===== src/rtl/damage_sequencer.sv =====
// damage_sequencer: control FSM in front of the Meowth damage datapath.
// Sequences HP load, damage calc, x-decrement and white-pixel draw for each
// attack request, watches the datapath handshakes with a timeout, and reports
// turn completion or battle end back to the battle controller.
// Optional build macro: DAMAGE_QUEUE_EN adds a one-deep pending-attack latch
// so an attack_go seen while busy starts the next turn straight after DONE.
module damage_sequencer #(
  parameter logic [19:0] TIMEOUT_CYCLES = 20'd400000,
  parameter int          HIT_W          = 4
) (
  input  logic             clock,
  input  logic             reset,
  input  logic             i_attack_go,
  input  logic             i_done_decrement,
  input  logic             i_done_damage,
  input  logic             i_game_over,
  output logic             o_enable_HP_calc,
  output logic             o_enable_DMG_calc,
  output logic             o_enable_decrement_control,
  output logic             o_enable_draw_decrease,
  output logic             o_plot,
  output logic             o_busy,
  output logic             o_turn_done,
  output logic             o_battle_over,
  output logic             o_fault,
  output logic [HIT_W-1:0] o_hits_taken
);

  typedef enum logic [3:0] {
    S_IDLE,
    S_LOAD,
    S_CALC,
    S_SETTLE,
    S_DECREMENT,
    S_DRAW,
    S_CHECK,
    S_DONE,
    S_OVER
  } state_t;

  state_t           r_state;
  state_t           w_nextState;
  logic [19:0]      r_timer;
  logic             r_fault;
  logic [HIT_W-1:0] r_hits;
  logic             w_timeout;
  logic             w_busy;

  // A wait state gives up only when its own done input is still low on the
  // last allowed cycle, so a late done always beats the timeout.
  assign w_timeout = (r_timer == (TIMEOUT_CYCLES - 20'd1)) &&
                     (((r_state == S_DECREMENT) && !i_done_decrement) ||
                      ((r_state == S_DRAW) && !i_done_damage));

  assign w_busy = (r_state != S_IDLE) && (r_state != S_OVER);

`ifdef DAMAGE_QUEUE_EN
  logic r_pending;
  logic w_startNext;

  // A request arriving in DONE itself counts as queued, otherwise it would be lost.
  assign w_startNext = r_pending || i_attack_go;

  // Pending latch: hold one attack seen while busy, drop extras, clear on use or battle end.
  always_ff @(posedge clock) begin
    if (!reset) begin
      r_pending <= 1'b0;
    end else if (w_nextState == S_OVER) begin
      r_pending <= 1'b0;
    end else if ((r_state == S_DONE) && (w_nextState == S_LOAD)) begin
      r_pending <= 1'b0;
    end else if (w_busy && i_attack_go) begin
      r_pending <= 1'b1;
    end
  end
`else
  logic w_startNext;

  assign w_startNext = 1'b0;
`endif

  // State register.
  always_ff @(posedge clock) begin
    if (!reset) begin
      r_state <= S_IDLE;
    end else begin
      r_state <= w_nextState;
    end
  end

  // Next-state logic for the attack sequence.
  always_comb begin
    w_nextState = r_state;
    case (r_state)
      S_IDLE: begin
        if (i_attack_go) begin
          w_nextState = S_LOAD;
        end
      end
      S_LOAD:   w_nextState = S_CALC;
      S_CALC:   w_nextState = S_SETTLE;
      S_SETTLE: w_nextState = S_DECREMENT;
      S_DECREMENT: begin
        if (i_done_decrement) begin
          w_nextState = S_DRAW;
        end else if (w_timeout) begin
          w_nextState = S_DONE;
        end
      end
      S_DRAW: begin
        if (i_done_damage) begin
          w_nextState = S_CHECK;
        end else if (w_timeout) begin
          w_nextState = S_DONE;
        end
      end
      S_CHECK: begin
        if (i_game_over) begin
          w_nextState = S_OVER;
        end else begin
          w_nextState = S_DONE;
        end
      end
      S_DONE: begin
        if (w_startNext) begin
          w_nextState = S_LOAD;
        end else begin
          w_nextState = S_IDLE;
        end
      end
      S_OVER:  w_nextState = S_OVER;
      default: w_nextState = S_IDLE;
    endcase
  end

  // Wait timer: restarts on every state change so each wait state gets a fresh budget.
  always_ff @(posedge clock) begin
    if (!reset) begin
      r_timer <= 20'd0;
    end else if (w_nextState != r_state) begin
      r_timer <= 20'd0;
    end else if ((r_state == S_DECREMENT) || (r_state == S_DRAW)) begin
      r_timer <= r_timer + 20'd1;
    end
  end

  // Sticky fault flag, set by any wait-state timeout.
  always_ff @(posedge clock) begin
    if (!reset) begin
      r_fault <= 1'b0;
    end else if (w_timeout) begin
      r_fault <= 1'b1;
    end
  end

  // Hit counter: counts hits that reached CHECK, saturating instead of wrapping.
  always_ff @(posedge clock) begin
    if (!reset) begin
      r_hits <= '0;
    end else if ((r_state == S_CHECK) && (r_hits != {HIT_W{1'b1}})) begin
      r_hits <= r_hits + HIT_W'(1);
    end
  end

  // Moore output decode from the current state.
  always_comb begin
    o_enable_HP_calc           = 1'b0;
    o_enable_DMG_calc          = 1'b0;
    o_enable_decrement_control = 1'b0;
    o_enable_draw_decrease     = 1'b0;
    o_turn_done                = 1'b0;
    o_battle_over              = 1'b0;
    case (r_state)
      S_LOAD:      o_enable_HP_calc           = 1'b1;
      S_CALC:      o_enable_DMG_calc          = 1'b1;
      S_DECREMENT: o_enable_decrement_control = 1'b1;
      S_DRAW:      o_enable_draw_decrease     = 1'b1;
      S_DONE:      o_turn_done                = 1'b1;
      S_OVER:      o_battle_over              = 1'b1;
      default: begin
      end
    endcase
  end

  assign o_plot       = o_enable_draw_decrease;
  assign o_busy       = w_busy;
  assign o_fault      = r_fault | w_timeout;
  assign o_hits_taken = r_hits;

endmodule

===== config.mk =====
export PLATFORM = sky130hd
export DESIGN_NAME = damage_sequencer
export DESIGN_NICKNAME = d
export VERILOG_FILES = /design/src/rtl/damage_sequencer.sv
export SDC_FILE = /design/constraint.sdc
export NUM_CORES = 1
export LEC_CHECK = 0
export ABC_AREA = 0
export CORE_ASPECT_RATIO = 1.1
export CORE_UTILIZATION = 55
export CTS_CLUSTER_SIZE = 25
export DETAILED_ROUTE_END_ITERATION = 6
export PLACE_DENSITY = 0.88
export SLEW_MARGIN = 20
export SYNTH_ARGS = -nofsm -noshare
export SYNTH_HDL_FRONTEND = slang
export SYNTH_SLANG_ARGS = --single-unit

===== constraint.sdc =====
create_clock -name clock -period 3.7 [get_ports clock]
set_clock_uncertainty 0.2 [all_clocks]
set_input_delay 0.74 -clock clock [delete_from_list [all_inputs] [get_ports clock]]
set_output_delay 0.74 -clock clock [all_outputs]
set_load 0.02 [all_outputs]

# Word-level counts from Yosys, hierarchy flattened
# Index checks and enable logic that the tools add are counted.
# word_totals
ff_bits	29
wordCells	44
output_inout_bits	13
input_bits	6
# classes
bitwise_logic	2
n_eq_ne	12
mux	12
addsub	2
n_reduce_logical	12
# ops
op	n
4-bit one-hot mux with 8 select lines	1
20-bit by 1-bit adder with 20-bit output, second input constant	1
20-bit by 19-bit equality test with 1-bit output, second input constant	1
4-bit 2-to-1 mux	5
4-bit by 3-bit equality test with 1-bit output, second input constant	4
4-bit by 2-bit equality test with 1-bit output, second input constant	2
4-bit != test, second input constant	2
1-bit 2-to-1 mux	6
1-bit logical AND	5
4-bit by 1-bit adder with 4-bit output, second input constant	1
4-bit by 1-bit equality test with 1-bit output, second input constant	1
4-bit equality test, second input constant	1
4-bit zero test	1
4-bit != test	1
4-bit nonzero test	1
1-bit zero test	2
1-bit logical OR	2
2-bit OR reduction	1
1-bit NOT	1
1-bit OR	1

# Longest topological paths before layout
# Gate-level depths: netlist of the first run.
# logic_depth
word_depth	9
ltp_mapped	6
ltp_nobuf	5

# Worst setup path before layout of the first run
# Ideal clock, no wire load.
# synth_timing
path_kind	reg2out
from	register r_timer[0]
to	output o_fault
path_stages_with_launch	7
path_slack_ns	1.148
n_path_buf	1
arrival_ns	1.612
required_ns	2.760
cell_sequence	dfxtp_1 ha_1 and3_1 clkbuf_2 nand4_1 a2111oi_4 or2_1
# synth_via
elab_chain_cells	3
# synth_rtl
element	line	source
from (decl)	43	logic [19:0] r_timer;
from (signal assigned)	143	r_timer <= r_timer + 20'd1;
20-bit by 19-bit equality test with 1-bit output	51	assign w_timeout = (r_timer == (TIMEOUT_CYCLES - 20'd1)) &&
1-bit logical AND	51	
1-bit OR	187	assign o_fault = r_fault | w_timeout;
to (decl)	25	output logic o_fault,
# No other way between the ends.

# Final worst setup path of the first run
# layout_timing
from	input i_done_damage
to	output o_fault
# layout_via
elab_chain_cells	5
# layout_rtl
element	line	source
from (decl)	15	input logic i_done_damage,
1-bit zero test	53	((r_state == S_DRAW) && !i_done_damage));
1-bit logical AND	53	
1-bit logical OR	52	(((r_state == S_DECREMENT) && !i_done_decrement) ||
1-bit logical AND	51	
1-bit OR	187	
# No other way between the ends.

==> flow_metrics.env, run 1 <==
export IMPL_rsz0062_at_grt="false"
export IMPL_dr_total_vias=1480
export IMPL_via_per_inst=6.24
export IMPL_max_slew_margin=0.649
export IMPL_wirelength_um=3590
export IMPL_fillCellCount=229
export IMPL_grt_first_pass_wirelength_um=6010
export IMPL_cts_sinks=29
export IMPL_initial_core_util=0.579
export IMPL_first_pass_iters=4
export IMPL_tritoncts="built"
export IMPL_post_route_period_util=0.958
export IMPL_dp_cells=229
export IMPL_syn_inst=188
export IMPL_status="completed"
export IMPL_hp_class="flip-flop to flip-flop"
export IMPL_syn_avg_cell_area_um2=8.48
export IMPL_p_leak_nw=0.602
export IMPL_critPathMaxStageDelay_ns=0.59
export IMPL_syn_area_um2=1590
export IMPL_multi_input_area_um2=930
export IMPL_cpMaxStageDelayCell="clkdlybuf4s50_1"
export IMPL_place_congestion=0.784
export IMPL_fp_dieArea_um2=3120
export IMPL_cp_max_fo=4
export IMPL_hold_violations=0
export IMPL_power_w=0.000571
export IMPL_cts_resized=0
export IMPL_port_buffers=18
export IMPL_use_met3=0.0698
export IMPL_instances_no_fill=237
export IMPL_rows=20
export IMPL_cp_end_kind="primary output"
export IMPL_io_pins=19
export IMPL_wl_per_cell_um=15.2
export IMPL_ir_worst_vdd_uv=300
export IMPL_setup_viol=0
export IMPL_track_usage=0.263
export IMPL_ys_types=51
export IMPL_postCtsHoldBufs=0
export IMPL_antenna_found_initial=0
export IMPL_cts_root_buffer="clkbuf_4"
export IMPL_gr_total_overflow=0
export IMPL_stdcell_area_um2=1820
export IMPL_path_cells="clkdlybuf4s50_1 -> nand2_1 -> nand2_1 -> a2111oi_4 -> or2_1 -> clkdlybuf4s50_1"
export IMPL_clock_latency_ns=0.33
export IMPL_cts_made_buffers=5
export IMPL_areaGrowthSynthToFinish_pct=14.3
export IMPL_nets=211
export IMPL_drv_cap=0
export IMPL_setup_worst_path_start_class="input pin"
export IMPL_register_area_um2=581
export IMPL_use_met2=0.450
export IMPL_die_h_um=58.5
export IMPL_place_area_um2=1770
export IMPL_max_freq_ghz=0.282
export IMPL_grt_busiest_layer="met2"
export IMPL_cts_buffer_depth=2
export IMPL_die_width_um=53.3
export IMPL_async_reset_ff_frac=0
export IMPL_core_area_um2=2750
export IMPL_grt_pass1_vias=1370
export IMPL_synth_largest_area_cell="dfxtp_1"
export IMPL_yosysTopAreaCellShare=0.364
export IMPL_layout_drive_gt1_share=0.0735
export IMPL_seq_area_frac_synth=0.364
export IMPL_fin_crit_ns=3.54
export IMPL_tightest_slew_ns=0.525
export IMPL_synth_top_flop_cell="dfxtp_1"
export IMPL_postCtsSetupRepairBufs=0
export IMPL_slew_violations=0
export IMPL_utilization=0.662
export IMPL_synth_warnings=0
export IMPL_fin_tns_setup_ns=0
export IMPL_p_per_area_nw_per_um2=313
export IMPL_synth_top_cells_by_area="dfxtp_1 36%, xor2_1 5.5%, nand4_1 3.9%"
export IMPL_cts_clk_slew_worst_paths_ns=0.09
export IMPL_drt_iter0_drc=68
export IMPL_synth_edff_count=0
export IMPL_drcViolationCount=0
export IMPL_final_antenna_net_count=0
export IMPL_crit_required_ns=2.76
export IMPL_grt_max_degree=21
export IMPL_ys_seq_elements=29
export IMPL_synth_net_count=196
export IMPL_htree_levels=2
export IMPL_dp_hpwl_um=2590
export IMPL_grt_use_met1=0.294
export IMPL_crit_type="input pin to primary output"
export IMPL_critPathArrivalTime_ns=2.60
export IMPL_num_antenna_cells=0
==> metal layers <==
| layer | part of all wire | routed length (µm) |
|---|---|---|
| met1 | 0.42 | 1500 |
| met5 | 0 | 0 |
| met4 | 0.026 | 95 |
| met3 | 0.066 | 236 |
| met2 | 0.49 | 1760 |
==> cell type report <==
cell class              count  area share
multi-input cells         141       0.510
flip-flops and latches     29       0.319
repair buffers             21       0.111
clock buffers               8      0.0268
well taps                  33      0.0227
inverters                   5      0.0103
==> cell usage after synthesis (2+ instances only) <==
library cell,instances
or3_1,6
nor4_1,3
nor3b_1,2
clkbuf_1,7
and3_1,7
xor2_1,10
nand3_1,9
a21oi_1,8
a211oi_1,2
buf_2,3
and2_1,4
dfxtp_1,29
o31ai_1,2
nor3_1,10
ha_1,2
nor2_1,11
xnor2_1,3
inv_1,5
nor2b_1,2
o21ai_0,7
nand2_1,14
nand4_1,10
or4_1,2
o21a_1,2
and4_1,2
==> stage by stage <==
step	setup WS, ns	hold slack, ns
floorplan	1.15	0.233
global route	0.0587	0.337
global placement	0.233	0.242
CTS	0.155	0.303
detailed placement	0.163	0.283
finish	0.156	0.305
==> kinds of logic (layout without fill, tap and decap cells) <==
kind of cell / Yosys count / in the layout / share of synthesized area
and+or+nand+nor: 92 / 92 / 0.339
AOI/OAI and AO/OA: 33 / 33 / 0.151
buffers and inverters: 18 / 34 / 0.0526
xor gates and xnor gates: 13 / 13 / 0.0714
DFF: 29 / 29 / 0.364
adders and majority gates: 2 / 2 / 0.0157
muxes: 1 / 1 / 0.00628
==> worst paths after layout <==
kind,start,to,slack (ns),cells past startpoint
worst max-delay path,i_done_damage,o_fault,0.16,6
worst min-delay path,r_fault,r_fault,0.30,1
worst max register to register,r_state[2],r_timer[17],1.64,5
worst min register to register,r_fault,r_fault,0.30,1
==> cells in the final DEF (no fill, tap or decap), types with 3 or more instances in the layout <==
master           instances
a21oi_1                  8
and3_1                   7
or3_1                    6
and2_1                   4
clkdlybuf4s50_1         18
clkbuf_4                 5
clkbuf_1                 3
nand4_1                 10
xnor2_1                  3
dfxtp_1                 29
buf_4                    3
nor2_1                  11
nor3_1                  10
o21ai_0                  7
nand2_1                 14
nor4_1                   3
xor2_1                  10
inv_1                    5
nand3_1                  9
==> critical path: cells and delay by family <==
family / cells / cell delay, ns
AOI/OAI and AO/OA: 1 / 0.41
buffers and inverters: 2 / 1.05
and+or+nand+nor: 3 / 0.40
==> sequential cells by signal (all words and copies together), names as in the netlist <==
signal        flops
o_hits_taken      4
r_fault           1
r_state           4
r_timer          20
==> power by group <==
group	switching [W]	leakage, nW	total [W]	internal, W
logic	0.0000375	0.341	0.0000663	0.0000288
clock network	0.000105	0.0265	0.000180	0.0000756
registers	0.00000958	0.234	0.000324	0.000315
total	0.000152	0.602	0.000571	0.000419
Note: power is estimated with default switching activity, not from simulation.
==> run 2: changes to the inputs <==
--- a/config.mk
+++ b/config.mk
@@ -7,10 +7,12 @@
 export LEC_CHECK = 0
 export ABC_AREA = 0
 export CORE_ASPECT_RATIO = 1.1
+export CORE_MARGIN = 10
 export CORE_UTILIZATION = 55
 export CTS_CLUSTER_SIZE = 25
 export DETAILED_ROUTE_END_ITERATION = 6
 export PLACE_DENSITY = 0.88
+export SETUP_SLACK_MARGIN = 0.02
 export SLEW_MARGIN = 20
 export SYNTH_ARGS = -nofsm -noshare
 export SYNTH_HDL_FRONTEND = slang
==> flow_metrics.env, run 2 (same netlist as run 1, synthesis figures left out) <==
export IMPL_status="completed"
export IMPL_cts_clk_slew_worst_paths_ns=0.09
export IMPL_postCtsSetupRepairBufs=0
export IMPL_postCtsHoldBufs=0
export IMPL_areaGrowthSynthToFinish_pct=17.5
export IMPL_hp_class="flip-flop to flip-flop"
export IMPL_ir_worst_vdd_uv=267
export IMPL_cts_resized=0
export IMPL_max_freq_ghz=0.281
export IMPL_reg2reg_from="r_timer[0]"
export IMPL_cpMaxStageDelayCell="clkdlybuf4s50_1"
export IMPL_wirelength_um=3710
export IMPL_setup_viol=0
export IMPL_worstHoldPathCells=2
export IMPL_p_leak_nw=0.629
export IMPL_drv_cap=0
export IMPL_cts_root_buffer="clkbuf_4"
export IMPL_dp_hpwl_um=2610
export IMPL_dr_total_vias=1477
export IMPL_largest_register="r_timer"
export IMPL_grt_pass1_vias=1407
export IMPL_via_per_inst=6.18
export IMPL_tritoncts="built"
export IMPL_critPathTopFamily="buffers and inverters"
export IMPL_wl_met1_um=1570
export IMPL_layout_drive_gt1_share=0.0922
export IMPL_critPathMaxStageDelay_ns=0.61
export IMPL_first_pass_iters=4
export IMPL_fin_hold_ws_ns=0.300
export IMPL_worst_hold_path_endpoint="r_timer[19]"
export IMPL_setup_ws_ns=0.136
export IMPL_routed_top_layer="met4"
export IMPL_dr_wl_met3_um=202
export IMPL_antenna_found_initial=0
export IMPL_worstHoldStart="r_timer[19]"
export IMPL_gr_total_overflow=0
export IMPL_critPathArrivalTime_ns=2.62
export IMPL_fin_tns_setup_ns=0
export IMPL_largest_reg_flops=20
export IMPL_hold_violations=0
export IMPL_fp_dieArea_um2=5450
export IMPL_place_area_um2=1770
export IMPL_worstRegToRegCells=6
export IMPL_grt_first_pass_wirelength_um=6190
export IMPL_drcViolationCount=0
export IMPL_track_usage=0.136
export IMPL_cts_sinks=29
export IMPL_grt_max_degree=21
export IMPL_cp_max_fo=4
export IMPL_clock_latency_ns=0.33
export IMPL_num_antenna_cells=0
export IMPL_p_per_area_nw_per_um2=354
export IMPL_layout_commonest_cell="dfxtp_1"
export IMPL_cp_end_kind="primary output"
export IMPL_setup_worst_path_start_class="input pin"
export IMPL_pre_cts_slack_ns=0.176
export IMPL_rows=20
export IMPL_nets=213
export IMPL_place_congestion=0.930
export IMPL_io_pins=19
export IMPL_fillCellCount=241
export IMPL_crit_type="input pin to primary output"
export IMPL_tightest_slew_ns=0.476
export IMPL_cts_made_buffers=5
export IMPL_post_route_period_util=0.963
export IMPL_fin_crit_ns=3.56
export IMPL_initial_core_util=0.574
export IMPL_path_cells="clkdlybuf4s50_1 -> nand2_1 -> nand2_1 -> a2111oi_4 -> or2_1 -> clkdlybuf4s50_1"
export IMPL_final_cell_mix="29 x dfxtp_1, 18 x clkdlybuf4s50_1, 14 x nand2_1"
export IMPL_die_width_um=71.3
export IMPL_r2r_end="r_timer[5]"
export IMPL_crit_required_ns=2.76
export IMPL_port_buffers=18
export IMPL_path_buf_inv=2
export IMPL_slew_violations=0
export IMPL_wl_per_cell_um=15.5
export IMPL_r2r_slack_ns=1.52
export IMPL_core_area_um2=2780
export IMPL_final_antenna_net_count=0
export IMPL_drt_iter0_drc=170
export IMPL_max_slew_margin=0.682
export IMPL_stdcell_area_um2=1870
export IMPL_die_h_um=76.5
export IMPL_dp_cells=229
export IMPL_instances_no_fill=239
export IMPL_htree_levels=2
export IMPL_wl_met2_um=1800
export IMPL_cts_buffer_depth=2
==> run 2: cell types whose count changed in the layout (fill, tap and decap cells not counted) <==
| cell | before | now |
|---|---|---|
| clkbuf_8 | 0 | 1 |
| clkbuf_1 | 3 | 1 |
| bufinv_16 | 0 | 1 |
| buf_4 | 3 | 5 |
==> run 2: per-layer routing <==
layer  GRT usage  vias to the layer above
met5           0                        -
met1       0.143                      685
met3      0.0469                       18
li1            -                      726
met4      0.0891                        0
met2       0.222                       48
==> run 2: how the worst max path moves through the flow <==
stage,from,endpoint,slack [ns],cells past startpoint
final,i_done_damage,o_fault,0.14,6
after global routing,r_timer[0],o_fault,-0.004,6
after CTS,r_timer[0],o_fault,0.04,6
after detailed placement,i_done_damage,o_fault,0.18,6
after global placement,i_done_damage,o_fault,0.23,6
after floorplan,r_timer[0],o_fault,1.15,6
==> run 2: worst min-delay path: cells and delay by family, from the launching register on <==
kind	cells	cell delay [ns]
compound gates	2	0.13
flops	1	0.33
==> run 2: layout make-up <==
cell class / count / area (µm²) / share of cell area
flip-flops and latches: 29 / 581 / 0.310
well taps: 33 / 41.3 / 0.0220
inverters: 5 / 18.8 / 0.0100
clock inverters: 1 / 30.0 / 0.0160
repair buffers: 23 / 218 / 0.116
clock buffers: 7 / 55.1 / 0.0294
multi-input cells: 141 / 930 / 0.496
==> run 2: where the power goes <==
group	leakage (nW)	internal (W)	switching, W
Clock	0.0455	0.000161	0.000109
Sequential	0.234	0.000315	0.00000717
Combinational	0.349	0.0000303	0.0000400
==> run 2: metrics by stage <==
stage                      util  power (W)
after detailed placement  0.638   0.000399
after global routing      0.674   0.000688
after global placement    0.638   0.000398
after CTS                 0.669   0.000671
final                     0.674   0.000662
after floorplan               -   0.000374
